[config.mk]
export PLATFORM = sky130hd
export DESIGN_NAME = misr16
export DESIGN_NICKNAME = d
export VERILOG_FILES = /design/src/rtl/bist_pkg.sv /design/src/rtl/misr16.sv
export SDC_FILE = /design/constraint.sdc
export NUM_CORES = 1
export LEC_CHECK = 0
export CAP_MARGIN = 20
export CORE_MARGIN = 5
export CORE_UTILIZATION = 35
export CTS_CLUSTER_DIAMETER = 120
export DETAILED_ROUTE_END_ITERATION = 10
export PLACE_DENSITY = 0.74
export SLEW_MARGIN = 10
export SYNTH_ARGS = -nofsm -noshare
export SYNTH_HDL_FRONTEND = slang
export SYNTH_SLANG_ARGS = --single-unit
[constraint.sdc]
create_clock -name clk -period 1.8 [get_ports clk]
set_input_delay 0.36 -clock clk [delete_from_list [all_inputs] [get_ports clk]]
set_output_delay 0.36 -clock clk [all_outputs]
set_load 0.05 [all_outputs]
[src/rtl/bist_pkg.sv]
// Shared BIST definitions: checker FSM encoding, default MISR constants and
// the single-step MISR compaction function.
package bist_pkg;

   typedef enum logic [2:0] {
      S_IDLE    = 3'd0,
      S_HUNT    = 3'd1,
      S_DATA    = 3'd2,
      S_STOP    = 3'd3,
      S_COMPACT = 3'd4,
      S_CHECK   = 3'd5
   } chk_state_t;

   localparam logic [15:0] SEED_DEF    = 16'hFFFF;
   localparam logic [15:0] POLY_DEF    = 16'h1021;
   localparam int          TIMEOUT_DEF = 64;

   // One MISR step: shift left, fold in taps on MSB carry-out, xor the byte in.
   function automatic logic [15:0] misr_step(input logic [15:0] q,
                                             input logic [15:0] poly,
                                             input logic [7:0]  din);
      return {q[14:0], 1'b0} ^ (q[15] ? poly : 16'h0000) ^ {8'h00, din};
   endfunction

endpackage

[src/rtl/misr16.sv]
// 16-bit multiple-input signature register; compacts one byte per enable.
module misr16
   import bist_pkg::*;
#(
   parameter logic [15:0] POLY = POLY_DEF
) (
   input  logic        clk,
   input  logic        rst,
   input  logic        load,
   input  logic        en,
   input  logic [15:0] seed,
   input  logic [7:0]  din,
   output logic [15:0] q
);

   logic [15:0] r_q;

   // Reset and load both restore the seed; load has priority over compaction.
   always_ff @(posedge clk) begin
      if (rst)       r_q <= seed;
      else if (load) r_q <= seed;
      else if (en)   r_q <= misr_step(r_q, POLY, din);
   end

   assign q = r_q;

endmodule

==> results by stage <==
Worst setup path:
- The type of element capturing the critical path is a register.
- The worst setup path is launched from an input pin.
- The data arrival at the endpoint of the critical path is between 1500 and 2000 ps.
- The critical path is of the input pin to register type.
- STA puts the critical path data required time at approximately 1800 ps.
- The biggest fanout along the worst timing path is 9.

STA:
- Timing would allow up to roughly 660 MHz.
- The worst-case headroom to the max-slew limit is 0.746.
- Setup violations remaining at the end of the flow were counted as 0.
- The shortest period the worst path allows is between 1500 and 2000 ps.
- The actual transition at the worst max-transition pin is 381 ps.
- The largest clock skew in the final design is between 2 and 2.5 ps.
- The share of the clock period used by the worst path after layout is 0.847.
- The number of pins with negative max-slew slack in the final report came to 0.
- Setup repair after global routing left no endpoint under its margin.
- After routing, the total negative slack on setup checks comes to 0 ps.
- Once routing completed, OpenROAD measured the worst setup slack at around 280 ps.
- The final hold violation count is 0.

Cells and area:
- The area growth from synthesis to layout is 58.2%.
- The antenna diode instance count is 0.
- The register with the most flip-flops in the layout has 16 of them.
- For this run, the share of the core covered by cells in the final layout is 0.573.
- The layout net count is around 130.
- The library cells used most frequently in the layout, excluding fill and tap cells, are 27 x sky130_fd_sc_hd__clkdlybuf4s50_1, 22 x sky130_fd_sc_hd__buf_4, 18 x sky130_fd_sc_hd__o21ai_0.
- Leaving out fill and tap cells, the most frequent cell in the layout is sky130_fd_sc_hd__clkdlybuf4s50_1.
- The share of cells above drive strength 1 is 0.305.

CTS:
- The maximum buffer depth of the clock tree is 2.
- The post-cts resize count is 0.
- After clock tree synthesis, the clock-pin slew on the worst setup and hold paths is roughly 90 ps.
- The clock tree from TritonCTS is yes.
- The root buffer cell is sky130_fd_sc_hd__clkbuf_4.
- Clock tree synthesis found a total of 16 sinks.
- Post-CTS timing repair inserted 0 buffers for setup.
- The number of buffers inserted during clock tree synthesis is 3.
- The total of hold buffers inserted after clock tree synthesis is 0.
- The clock latency on the worst-skew pair is ~270 ps.
- The maximum level of the CTS H-tree is 1.

Die:
- The floorplan has 17 rows.
- The I/O pin total is 44.
- The starting utilization of the core area is 0.362.
- The standard cell core area is around 2200 um^2.
- The die is between 50 and 60 um tall.
- The die is around 58 um wide.
- The die covers between 3000 and 4000 um^2.

Synthesis:
- For this run, the register share of the synthesized area comes to 0.606.
- After synthesis, the mean cell area works out to between 10 and 15 um^2.
- The count of yosys warnings during synthesis is 0.
- The cell area after synthesis is roughly 790 um^2.
- Synthesis inferred 16 register bits.
- Synthesis produced a netlist whose cell count is 56.
- The number of different library cells in the post-synthesis netlist is 12.
- The post-synth net total is 84.

Global routing:
- The number of antenna violations at the first check in global routing is 0.
- The first global-routing pass estimated approximately 3.1 mm of wire.
- Entering global routing, the biggest net connects 11 pins.
- The total grt overflow is 0.
- The number of global-route vias before repair is between 600 and 700.
- Across every metal layer, demand over resource in global routing totals 0.126.

Placed design:
- The total half-perimeter wirelength after legalization and detailed placement is approximately 1.5 mm.
- During placement, the flow inserted port buffers numbering between 40 and 50.
- Routability-driven placement finished with a final weighted congestion of ~0.73.
- The setup slack at placement is -34.4 ps.

Pwr:
- In this run the static leakage power is just under 0.0005 uW.
- For this design the ratio of total power to cell area is 810 nW/um^2.
- The worst-case IR drop observed on VDD is 500 uV.

Detailed routing:
- In the routed layout, each cell is associated on average with a via count of between 4 and 5.
- The first detailed-routing pass took 2 iterations.
- The average wire per cell in the routed design is between 10 and 15 um.
- The total wirelength of the detailed-routed design is 1.89 mm.
- The post-route DRC violation count is 0.
- In this run the remaining antenna-violating nets after routing total 0.
- The violation count after the first detailed-route iteration is 1.
- The routed layout has 634 vias.

Job:
- Across the run, the number of max-cap violations was 0.

Worst hold path:
- The worst hold path belongs to the class register to register.

Outcome:
- The run finished with clean final reports.
## path summary, 6_finish.rpt
kind | slack, ps | startpoint | cells past startpoint | end
max | 280 | load | 3 | q[15]$_DFFE_PP_
min | 590 | q[12]$_DFFE_PP_ | 1 | q[13]$_DFFE_PP_
max reg2reg | 610 | q[15]$_DFFE_PP_ | 2 | q[5]$_DFFE_PP_
min reg2reg | 590 | q[12]$_DFFE_PP_ | 1 | q[13]$_DFFE_PP_
## critical path, stage by stage
cell                              delay (ps)
sky130_fd_sc_hd__clkdlybuf4s50_1         470
sky130_fd_sc_hd__or2_1                   340
sky130_fd_sc_hd__mux2_2                  380
## layout make-up
cell class / count / area, um^2
multi-input cells: 36 / 278
well taps: 28 / 35.0
fillers: 191 / 936
repair buffers: 49 / 435
clock buffers: 3 / 22.5
clock inverters: 1 / 3.75
flip-flops and latches: 16 / 480
## routing by layer
metal | global-route usage | vias up | routed length (um)
met2 | 0.185 | 27 | 831
li1 | - | 305 | -
met1 | 0.162 | 300 | 864
met4 | 0.0596 | 0 | 18
met5 | 0 | - | 0
met3 | 0.0498 | 2 | 175
## through the flow
step                      power (uW)  instances  hold slack [ps]  cell area (um^2)
after floorplan                  704         56              578               793
after global placement           840        129              563              1230
after detailed placement         843        129              579              1230
after CTS                       1030        133              594              1250
after global routing            1070        133              618              1250
final                           1020        133              593              1250
## kinds of logic (layout without fill, tap and decap cells)
| group | after synthesis | count (layout) | share of synthesized area |
|---|---|---|---|
| DFF | 16 | 16 | 0.606 |
| xor gates and xnor gates | 9 | 9 | 0.117 |
| muxes | 7 | 7 | 0.104 |
| and+or+nand+nor | 2 | 2 | 0.0158 |
| AOI/OAI and AO/OA | 18 | 18 | 0.114 |
| buffers and inverters | 4 | 53 | 0.0441 |
## where the power goes
group	total, uW	leakage [uW]	internal, uW	switching, uW
clock	185	0.0000154	80.2	104
combinational	348	0.000300	153	195
sequential	484	0.000168	458	26.5
total	1020	0.000483	691	326
## cells in the mapped netlist, drive strengths merged
cell type | number | area (um^2)
clkbuf | 1 | 3.75
or2 | 1 | 6.26
or3 | 1 | 6.26
o21ai | 18 | 90.1
buf | 3 | 31.3
xnor2 | 8 | 70.1
mux2 | 7 | 82.6
edfxtp | 16 | 480
xnor3 | 1 | 22.5
(Power assumes the default switching activity.)
